## src/rtl/hc_pkg.sv

```systemverilog
// ============================================================================
// hc_pkg : shared width, pipeline depth and output-FSM states for hc646n.
// Macro  : HC646N_SYNC_EN selects a 2-deep input pipeline (default 1-deep).
// Rev    : 1.0
// ============================================================================
`default_nettype none

package hc_pkg;

  localparam int HC_W = 8;

`ifdef HC646N_SYNC_EN
  localparam int HC_D = 2;
`else
  localparam int HC_D = 1;
`endif

  typedef enum logic [1:0] {
    HIZ   = 2'd0,
    TURN  = 2'd1,
    DRIVE = 2'd2
  } hc_state_e;

endpackage

`default_nettype wire

```

## src/rtl/hc646n_if.sv

```systemverilog
// ============================================================================
// hc646n_if : pin bundle of the hc646n transceiver; b is the 3-state B port.
// Rev       : 1.0
// ============================================================================
`default_nettype none

interface hc646n_if import hc_pkg::*; ();

  logic            p1;      // CPAB
  logic            p2;      // SAB
  logic            p3;      // DIR
  logic            p21;     // OE#
  logic [HC_W-1:0] a;       // a[0] = A1 = p4
  logic [HC_W-1:0] b_dat;   // b[0] = B1 = p20
  logic            b_oe;
  wire  [HC_W-1:0] b;

  // Pad-level tri-state; the core only produces data and enable.
  assign b = b_oe ? b_dat : {HC_W{1'bz}};

  modport master (output p1, p2, p3, p21, a, input b_dat, b_oe, b);
  modport slave  (input p1, p2, p3, p21, a, output b_dat, b_oe);

endinterface

`default_nettype wire

```

## src/rtl/hc_edge_sync.sv

```systemverilog
// ============================================================================
// hc_edge_sync : p1 synchroniser, matching A pipeline and rising-edge detect.
// Macro        : HC646N_SYNC_EN sets pipeline depth 2 (else 1).
// Rev          : 1.0
// ============================================================================
`default_nettype none

module hc_edge_sync import hc_pkg::*; (
  input  wire logic            clk,
  input  wire logic            rst,
  input  wire logic            p1,
  input  wire logic [HC_W-1:0] a,
  output      logic            cap,
  output      logic [HC_W-1:0] a_al
);

  logic [HC_D-1:0] r_p1;
  logic [HC_D-1:0] r_vld;
  logic [HC_W-1:0] r_a [HC_D];
  logic            r_prev;
  logic            r_armed;
  logic            w_p1s;

  assign w_p1s = r_p1[HC_D-1];
  assign a_al  = r_a[HC_D-1];

  // Arming needs a genuinely sampled low, so a p1 already high at reset
  // release cannot masquerade as a rising edge against the cleared flops.
  assign cap = r_armed & w_p1s & ~r_prev;

  always_ff @(posedge clk) begin
    if (rst) begin
      r_p1    <= '0;
      r_vld   <= '0;
      r_prev  <= 1'b0;
      r_armed <= 1'b0;
      for (int i = 0; i < HC_D; i++) r_a[i] <= '0;
    end else begin
      r_p1[0]  <= p1;
      r_vld[0] <= 1'b1;
      r_a[0]   <= a;
      for (int i = 1; i < HC_D; i++) begin
        r_p1[i]  <= r_p1[i-1];
        r_vld[i] <= r_vld[i-1];
        r_a[i]   <= r_a[i-1];
      end
      r_prev  <= w_p1s;
      r_armed <= r_armed | (r_vld[HC_D-1] & ~w_p1s);
    end
  end

endmodule

`default_nettype wire

```

## src/rtl/hc646n.sv

```systemverilog
// ============================================================================
// hc646n : octal registered bus transceiver (A to B) with turnaround FSM.
// Macro  : HC646N_SYNC_EN deepens the p1/A input pipeline to 2 stages.
// Rev    : 1.0
// ============================================================================
`default_nettype none

module hc646n import hc_pkg::*; (
  input wire logic  clk,
  input wire logic  rst,
  hc646n_if.slave   bus
);

  logic [HC_W-1:0] r_reg;
  logic [HC_W-1:0] w_a_al;
  logic            w_cap;
  logic            w_en;
  hc_state_e       r_state;
  hc_state_e       w_next;

  hc_edge_sync u_sync (
    .clk  (clk),
    .rst  (rst),
    .p1   (bus.p1),
    .a    (bus.a),
    .cap  (w_cap),
    .a_al (w_a_al)
  );

  assign w_en = ~bus.p21 & bus.p3;

  always_ff @(posedge clk) begin
    if (rst)        r_reg <= '0;
    else if (w_cap) r_reg <= w_a_al;
  end

  always_ff @(posedge clk) begin
    if (rst) r_state <= HIZ;
    else     r_state <= w_next;
  end

  // TURN holds B released for one cycle before driving.
  always_comb begin
    w_next = r_state;
    case (r_state)
      HIZ:     if (w_en)  w_next = TURN;
      TURN:    w_next = w_en ? DRIVE : HIZ;
      DRIVE:   if (!w_en) w_next = HIZ;
      default: w_next = HIZ;
    endcase
  end

  always_comb begin
    bus.b_oe  = (r_state == DRIVE);
    bus.b_dat = bus.p2 ? r_reg : bus.a;
  end

endmodule

`default_nettype wire

```

## src/flat_wrapper.sv

```systemverilog
// flat-port wrapper written by rule: the top's interface ports become plain ports
module hc646n_flat import hc_pkg::*;
  (clk, rst, bus_p1, bus_p2, bus_p3, bus_p21, bus_a, bus_b_dat, bus_b_oe);
  hc646n_if bus_i ();
  input wire logic clk;
  input wire logic rst;
  input wire logic [$bits(bus_i.p1)-1:0] bus_p1;
  input wire logic [$bits(bus_i.p2)-1:0] bus_p2;
  input wire logic [$bits(bus_i.p3)-1:0] bus_p3;
  input wire logic [$bits(bus_i.p21)-1:0] bus_p21;
  input wire logic [$bits(bus_i.a)-1:0] bus_a;
  output wire logic [$bits(bus_i.b_dat)-1:0] bus_b_dat;
  output wire logic [$bits(bus_i.b_oe)-1:0] bus_b_oe;
  assign bus_i.p1 = bus_p1;
  assign bus_i.p2 = bus_p2;
  assign bus_i.p3 = bus_p3;
  assign bus_i.p21 = bus_p21;
  assign bus_i.a = bus_a;
  assign bus_b_dat = bus_i.b_dat;
  assign bus_b_oe = bus_i.b_oe;
  hc646n u_core (.clk(clk), .rst(rst), .bus(bus_i));
endmodule
```

## config.mk

```make
export PLATFORM = sky130hd
export DESIGN_NAME = hc646n_flat
export DESIGN_NICKNAME = d
export VERILOG_FILES = /design/src/rtl/hc_pkg.sv /design/src/rtl/hc646n_if.sv /design/src/rtl/hc_edge_sync.sv /design/src/rtl/hc646n.sv /design/src/flat_wrapper.sv
export SDC_FILE = /design/constraint.sdc
export NUM_CORES = 1
export LEC_CHECK = 0
export CAP_MARGIN = 20
export CELL_PAD_IN_SITES_DETAIL_PLACEMENT = 1
export CELL_PAD_IN_SITES_GLOBAL_PLACEMENT = 1
export CORE_AREA = 2 2 53 55
export CTS_CLUSTER_DIAMETER = 200
export DETAILED_ROUTE_END_ITERATION = 10
export DIE_AREA = 0 0 55 57
export PLACE_DENSITY_LB_ADDON = 0.1
export REMOVE_ABC_BUFFERS = 1
export SLEW_MARGIN = 30
export SYNTH_ARGS = -nofsm -noshare
export SYNTH_HDL_FRONTEND = slang
export SYNTH_SLANG_ARGS = --single-unit
export TNS_END_PERCENT = 5
```

## constraint.sdc

```tcl
create_clock -name clk -period 1.5 [get_ports clk]
set_input_delay 0.45 -clock clk [delete_from_list [all_inputs] [get_ports clk]]
set_output_delay 0.45 -clock clk [all_outputs]
set_load 0.005 [all_outputs]
```

==> impl_metrics.toml, run 1 <==
[status]
status = "finished with violations"
failed_checks = "setup timing"

[timing]
rsz0062_at_grt = "true"
hold_viol_final = 0
slew-limit-headroom_pct = 85.6
final_max_slew_viol_count = 0
finalClockSkew_ns = 0.00822
post-route-min-period_ns = 1.54
period_share_pct = 103
tightestPinTransition_ns = 0.216
max_freq_mhz = 647
setup_viol = 8
setup_slack_ns = -0.0448

[floorplan]
ioPinCount = 23
core_area_sq_mm = 0.00262
start_util_pct = 33.3
die_w_microns = 55
die_y_microns = 57
core.rowCount = 19
die_area_sq_mm = 0.00314

[yosys]
ys_warn_count = 0
synthSimpleGateAreaFrac_pct = 24.2
synth_compound_area_share_pct = 0.861
synth.area.mux_share_pct = 19.5
synth.distinct_cells = 15
avgSynthCellArea_sq_um = 11.2
synthXorXnorAreaFrac_pct = 1.00
synth_seq_cells = 22
synth_area_sq_um = 872
yosysSeqAreaShare_pct = 50.5
synth_top_family_by_area = "simple AND/OR/NAND/NOR gates"
syn-instance-count = 78
synth-adder-area-share_pct = 0

[pwr]
p_leak_nw = 0.497
peakVddDrop_mv = 0.659
power_density_mw_per_mm2 = 910
power_w = 0.00108

[global_routing]
grt_antenna_before_repair = 0
grt_pass1_vias = 650
grt_overflow = 0
grtUsageTotal_pct = 13.2
grt_pass1_wl_mm = 2.96
grt_max_degree = 18

[cells_and_area]
nets = 120
final_area_sq_mm = 0.00119
instances_no_fill = 136
final_core_util_pct = 45.6
n_antenna_cell = 0
fillCellCount = 308
areaGrowthSynthToFinish_pct = 36.7
drive_gt1_share_pct = 31.4

[setup_path]
crit_chain = "buf_6 > buf_6 > mux2_4 > buf_6"
crit_family = "buffers and inverters"
path_buf_inv = 3
startpoint = "bus_p2"
start_kind = "primary input"
r2r-start = "u_core.u_sync.r_p1"
crit_type = "in2out"
setup.worst_path.end_class = "output port"
critical_path.max_stage_delay_ns = 0.31
path_common_cell = "buf_6"
crit_slowest_cell = "mux2_4"
crit_required_ns = 1.05
cp_max_fo = 4
critical_path_arrival_ns = 1.09

[placement]
portBuffers = 22
gp_congestion = 0.621
dp_hpwl_mm = 1.28
dp.cells = 132
pre_cts_slack_ns = -0.827
placed_area_sq_mm = 0.00115

[drt]
wl_per_cell_microns = 12.9
drt_iter0_drc = 3
viasPerCell = 4.41
dr.pass1.iters = 4
ant_nets = 0
drt-total-wl_mm = 1.76
vias = 600
drc = 0

[clock_tree]
numCtsBuffers = 3
clock_path_buffers = 2
postCtsSetupBuffers = 0
root_buffer = "clkbuf_4"
htreeDepth = 1
clock-sinks = 22
cts_tree = "done"
clk_pin_slew_ns = 0.12
worstSkewPairLatency_ns = 0.31

[min_path]
min_path_type = "reg2reg"
hold_start = "u_core.r_state[0]"

[flow_run]
max_cap_violations = 0
==> per-stage QoR <==
step	hold WS [ns]	TNS, ns
6_report	0.441	-0.234
5_1_grt	0.463	-0.331
4_1_cts	0.443	-0.560
3_5_place_dp	0.453	-6.54
3_3_place_gp	0.440	-6.40
2_1_floorplan	0.433	0
==> cells in the final DEF, fill, tap and decap left out, drive strengths merged <==
master | Yosys | final
dlygate4sd2 | 0 | 5
nor3 | 1 | 1
nand2b | 16 | 16
mux2i | 8 | 8
buf | 4 | 12
nor2 | 1 | 1
dfxtp | 22 | 22
clkdlybuf4s15 | 0 | 3
nor2b | 12 | 12
mux2 | 8 | 8
clkbuf | 1 | 8
xnor2 | 1 | 1
o21a | 1 | 1
and3b | 1 | 1
or3b | 1 | 1
inv | 1 | 1
clkdlybuf4s50 | 0 | 4
==> metal layers <==
metal,GRT usage (%),vias to the layer above,wire length (microns)
met4,2.09,0,15
li1,-,303,-
met1,16.3,281,813
met2,21.3,14,829
met5,0,-,0
met3,6.28,2,99
==> cell type report <==
type / instances / area, sq um / area share, %
flip-flops and latches: 22 / 443 / 37.1
multi-input cells: 50 / 417 / 34.9
repair buffers: 28 / 254 / 21.3
well taps: 31 / 38.8 / 3.25
clock buffers: 4 / 36.3 / 3.04
inverters: 1 / 3.75 / 0.315
==> worst paths after layout <==
path	slack [ns]	endpoint	cells past startpoint
worst max-delay path	-0.04	bus_b_dat[2]	4
worst min-delay path	0.44	u_core.r_state[0]	1
worst max register to register	0.36	u_core.r_reg[0]	3
worst min register to register	0.44	u_core.r_state[0]	1
==> repair_timing <==
item / in CTS / in global routing
setup endpoints to repair: 9 / 9
endpoints found under the hold margin: 0 / 0
hold buffers: 0 / 0
gates resized for setup: 49 / 13
==> power breakdown <==
part	switching, W	internal (W)	total, W
clock	0.000183	0.000148	0.000331
combinational	0.0000483	0.0000909	0.000139
sequential	0.00000861	0.000606	0.000615
==> synth_stat cells (all sizes together) <==
master	count	share of area, %
inv	1	0.43
mux2i	8	9.2
dfxtp	22	51
clkbuf	1	0.43
xnor2	1	1.0
nor2b	12	8.6
mux2	8	10
and3b	1	1.0
nor2	1	0.72
nor3	1	1.1
buf	4	3.0
nand2b	16	11
or3b	1	1.3
o21a	1	0.86
==> cells by family (layout without fill, tap and decap cells) <==
kind of cell,count (synthesis),count (layout)
flip-flops,22,22
AND/OR/NAND/NOR,32,32
XOR/XNOR,1,1
buffers and inverters,6,33
multiplexers,16,16
AO/OA/AOI/OAI,1,1
(Power assumes the default switching activity.)
==> run 2: changes to the inputs <==
- CORE_AREA: 2 2 53 55 -> 2 2 41 72
- CTS_CLUSTER_DIAMETER: 200 -> default
- DIE_AREA: 0 0 55 57 -> 0 0 43 74
==> run 2 against run 1 <==
Net effect:
- the flow still finishes with violations (setup timing)
- first-iteration DRC count grew 130%
- critical endpoint is now bus_b_dat[7]
- sequential power is essentially flat
- global-route usage fell by 1.5 points
- maximum frequency grew 0.21%
- die area up 1.5%
- non-clock buffer count stayed put
- combinational power about the same
- clock power increased by 25%
- sequential share of layout area decreased by 0.93 points
- highest routed layer unchanged
==> impl_metrics.toml, run 2 (synthesis results as in run 1) <==
[floorplan]
core.rowCount = 25
die_y_microns = 74
core_area_sq_mm = 0.00263
start_util_pct = 33.2
ioPinCount = 23
die_w_microns = 43
die_area_sq_mm = 0.00318

[min_path]
min_path_type = "in2reg"

[clock_tree]
numCtsBuffers = 3
clk_pin_slew_ns = 0.07
clock-sinks = 22
cts_tree = "done"
root_buffer = "clkbuf_8"
hold_buffers = 0
htreeDepth = 1
worstSkewPairLatency_ns = 0.26
clock_path_buffers = 2

[cells_and_area]
areaGrowthSynthToFinish_pct = 39.5
final_cell_mix = "dfxtp_1 (22), nand2b_1 (16), nor2b_1 (12)"
nets = 120
final_area_sq_mm = 0.00122
final_core_util_pct = 46.3
final_common_cell = "dfxtp_1"
n_antenna_cell = 0
drive_gt1_share_pct = 28.6

[placement]
placed_area_sq_mm = 0.00115
portBuffers = 22
dp_hpwl_mm = 1.23
pre_cts_slack_ns = -0.839
gp_congestion = 0.619

[setup_path]
r2r_slack_ns = 0.50
critical_path.max_stage_delay_ns = 0.29
setup.worst_path.end_class = "output port"
crit_required_ns = 1.05
critical_path_arrival_ns = 1.09
r2r-start = "u_core.u_sync.r_p1"
path_common_cell = "buf_6"
startpoint = "bus_p2"
reg2reg_to = "u_core.r_reg[5]"
critPathCapture = "bus_b_dat[7]"
crit_slowest_cell = "mux2_4"
crit_type = "in2out"
cp_max_fo = 4
crit_chain = "buf_8 > buf_6 > mux2_4 > buf_6"
start_kind = "primary input"
ff2ff_path_depth = 3

[drt]
wl_per_cell_microns = 13.0
drc = 0
drt-total-wl_mm = 1.72
drt_iter0_drc = 7
ant_nets = 0
vias = 600
viasPerCell = 4.55
dr.pass1.iters = 4

[timing]
hold_ws_ns = 0.445
rsz0062_at_grt = "true"
final_max_slew_viol_count = 0
tightestPinTransition_ns = 0.178
period_share_pct = 103
finalClockSkew_ns = 0.00574
post-route-min-period_ns = 1.54
setup_slack_ns = -0.0416
setup_viol = 8
hold_viol_final = 0
slew-limit-headroom_pct = 88.1
max_freq_mhz = 649

[global_routing]
grt_overflow = 0
grt_pass1_vias = 643
grt_pass1_wl_mm = 2.80
grt_antenna_before_repair = 0
grt_max_degree = 17
grtUsageTotal_pct = 11.8

[pwr]
power_w = 0.00117
power_density_mw_per_mm2 = 960
p_leak_nw = 0.520
peakVddDrop_mv = 0.353

[status]
status = "finished with violations"
failed_checks = "setup timing"

[flow_run]
max_cap_violations = 0
-- run 2: changes by cell type in the layout (fill, tap and decap cells not counted), moves of 3 or more --
cell,delta
clkbuf_2,-4
clkbuf_8,+3
buf_2,+3
clkbuf_4,-3
-- run 2: worst min-delay path by stage --
stage	start	endpoint	slack, ns	cells after the start
2_1_floorplan	u_core.u_sync.r_armed	u_core.u_sync.r_armed	0.43	1
5_1_grt	bus_a[2]	u_core.u_sync.r_a[0][2]	0.46	2
3_3_place_gp	u_core.u_sync.r_armed	u_core.u_sync.r_armed	0.44	1
3_5_place_dp	u_core.u_sync.r_armed	u_core.u_sync.r_armed	0.46	1
6_report	bus_a[2]	u_core.u_sync.r_a[0][2]	0.45	2
4_1_cts	u_core.u_sync.r_a[0][4]	u_core.r_reg[4]	0.47	2
-- run 2: cell type report --
type	instances	area [sq um]
Fill cell	304	1410
Sequential cell	22	440
Multi-Input combinational cell	50	417
Timing Repair Buffer	28	267
Clock buffer	4	55.1
Tap cell	27	33.8
Inverter	1	3.75
-- run 2: routing by layer --
layer | part of all wire (%) | vias to the layer above | track usage, %
met5 | 0 | - | 0
met4 | 1.5 | 0 | 7.07
met3 | 4.1 | 2 | 2.18
met2 | 53 | 15 | 20.2
met1 | 42 | 281 | 13.3
li1 | - | 302 | -
-- run 2: timing repair --
action,in CTS,in global routing
gates resized for setup,47,14
setup buffers,2,0
gates cloned,0,0
setup endpoints to repair,9,8
-- run 2: where the power goes --
part	internal [W]	switching [W]
clock network	0.000233	0.000181
registers	0.000605	0.00000777
logic	0.0000930	0.0000468
total	0.000932	0.000236
-- run 2: critical path: cells and delay by family --
family,cells,cell delay (ns)
buf+inv,3,0.35
mux,1,0.29
-- run 2: metrics by stage --
step           TNS (ns)  std cells
2_1_floorplan         0         73
3_3_place_gp      -6.50        127
3_5_place_dp      -6.59        127
4_1_cts          -0.833        133
5_1_grt          -0.378        132
6_report         -0.254        132
==> run 3: changes to the inputs <==
- REMOVE_ABC_BUFFERS: 1 -> default
==> run 3 against run 2 <==
Net effect:
- the run still ends with setup timing left
- die area unchanged
- flip-flop and latch count unchanged
- non-clock buffer count decreased by 2
- hold slack improved by 0.022 ns
- wire length decreased by 3.3%
- cell area decreased by 3.7%
- total power decreased by 1.6%
- first-iteration DRC count decreased by 43%
- worst setup slack improved by 0.031 ns
- largest power group unchanged
==> impl_metrics.toml, run 3 (synthesis results as in run 1) <==
[status]
status = "finished with violations"
failed_checks = "setup timing"

[global_routing]
grt_overflow = 0
grt_pass1_wl_mm = 2.85
grtUsageTotal_pct = 11.7
grt_pass1_vias = 651
grt_max_degree = 16
grt_antenna_before_repair = 0

[pwr]
p_leak_nw = 0.486
power_density_mw_per_mm2 = 982
power_w = 0.00115
peakVddDrop_mv = 0.457

[cells_and_area]
final_core_util_pct = 44.6
final_cell_mix = "dfxtp_1 (22), nand2b_1 (16), nor2b_1 (12)"
seq_area_sq_um = 440
drive_gt1_share_pct = 27.2
fillCellCount = 312
nets = 118
final_common_cell = "dfxtp_1"
areaGrowthSynthToFinish_pct = 34.3
multi_input_area_sq_um = 409
n_antenna_cell = 0

[placement]
dp_hpwl_mm = 1.22
gp_congestion = 0.663
pre_cts_slack_ns = -0.821
portBuffers = 22

[setup_path]
crit_chain = "dlygate4sd2_1 > mux2_2 > buf_2"
cp_max_fo = 2
crit_required_ns = 1.05
crit_type = "in2out"
setup.worst_path.end_class = "output port"
critical_path.max_stage_delay_ns = 0.25
path_buf_inv = 2
crit_family = "buffers and inverters"
start_kind = "primary input"
critical_path_arrival_ns = 1.06
crit_slowest_cell = "mux2_2"

[drt]
ant_nets = 0
drc = 0
wl_per_cell_microns = 12.8
drt-total-wl_mm = 1.66
viasPerCell = 4.59
drt_iter0_drc = 4
vias = 597
dr.pass1.iters = 4

[clock_tree]
root_buffer = "clkbuf_8"
htreeDepth = 1
numCtsBuffers = 3
clock_path_buffers = 2
worstSkewPairLatency_ns = 0.25
clock-sinks = 22
cts_tree = "done"
clk_pin_slew_ns = 0.07

[timing]
hold_ws_ns = 0.467
setup_viol = 3
final_max_slew_viol_count = 0
hold_viol_final = 0
rsz0062_at_grt = "true"
post-route-min-period_ns = 1.51
period_share_pct = 101
finalClockSkew_ns = 0.00217
slew-limit-headroom_pct = 88.4
tns_ns = -0.0275
setup_slack_ns = -0.0110
tightestPinTransition_ns = 0.173
max_freq_mhz = 662

[floorplan]
die_w_microns = 43
start_util_pct = 33.2
die_y_microns = 74
core_area_sq_mm = 0.00263
core.rowCount = 25
die_area_sq_mm = 0.00318
ioPinCount = 23

[min_path]
min_path_type = "reg2reg"

[flow_run]
max_cap_violations = 0

[yosys]
synth_nets = 92
[run 3: cell types whose count changed in the layout (fill, tap and decap cells not counted)]
cell,before,now
buf_2,3,5
clkdlybuf4s15_1,1,5
mux2_4,5,3
mux2_2,3,5
dlymetal6s2s_1,1,0
buf_6,6,3
buf_8,2,1
dlygate4sd2_1,7,4
[run 3: metrics by stage]
step	instance area, sq um	cells
finish	1170	130
detailed placement	1150	127
global route	1170	130
global placement	1150	127
floorplan	872	78
CTS	1180	131
[run 3: area by class of cell]
type                       count  area share (%)
clock buffer                   4            4.70
sequential                    22            37.6
tap                           27            2.88
inverter                       1           0.321
timing repair buffer          26            19.6
multi-input combinational     50            34.9
[run 3: routing by layer]
layer / track usage [%] / vias up / wire, microns
li1: - / 299 / -
met1: 12.9 / 284 / 657
met2: 21.4 / 12 / 918
met3: 2.43 / 2 / 62
met4: 5.05 / 0 / 22
met5: 0 / - / 0
[run 3: path summary, 6_finish.rpt]
| check | from | end | slack, ns | depth (start not counted) |
|---|---|---|---|---|
| max | bus_a[3] | bus_b_dat[3] | -0.01 | 3 |
| min | u_core.u_sync.r_a[0][1] | u_core.r_reg[1] | 0.47 | 2 |
| max reg2reg | u_core.u_sync.r_p1 | u_core.r_reg[4] | 0.52 | 3 |
| min reg2reg | u_core.u_sync.r_a[0][1] | u_core.r_reg[1] | 0.47 | 2 |
[run 3: repair_timing]
action	4_1_cts	5_1_grt
buffers inserted	0	0
resized for setup	52	6
hold buffers	0	0
setup endpoints to repair	9	8
[run 3: worst min-delay path: stages (launching register included)]
cell	delay, ns
dfxtp_1	0.30
nand2b_1	0.06
mux2i_1	0.06
[run 3: power breakdown]
part	leakage, nW	internal (W)	total, W	switching [W]
registers	0.181	0.000605	0.000614	0.00000811
logic	0.277	0.0000823	0.000126	0.0000436
clock network	0.0288	0.000233	0.000410	0.000177
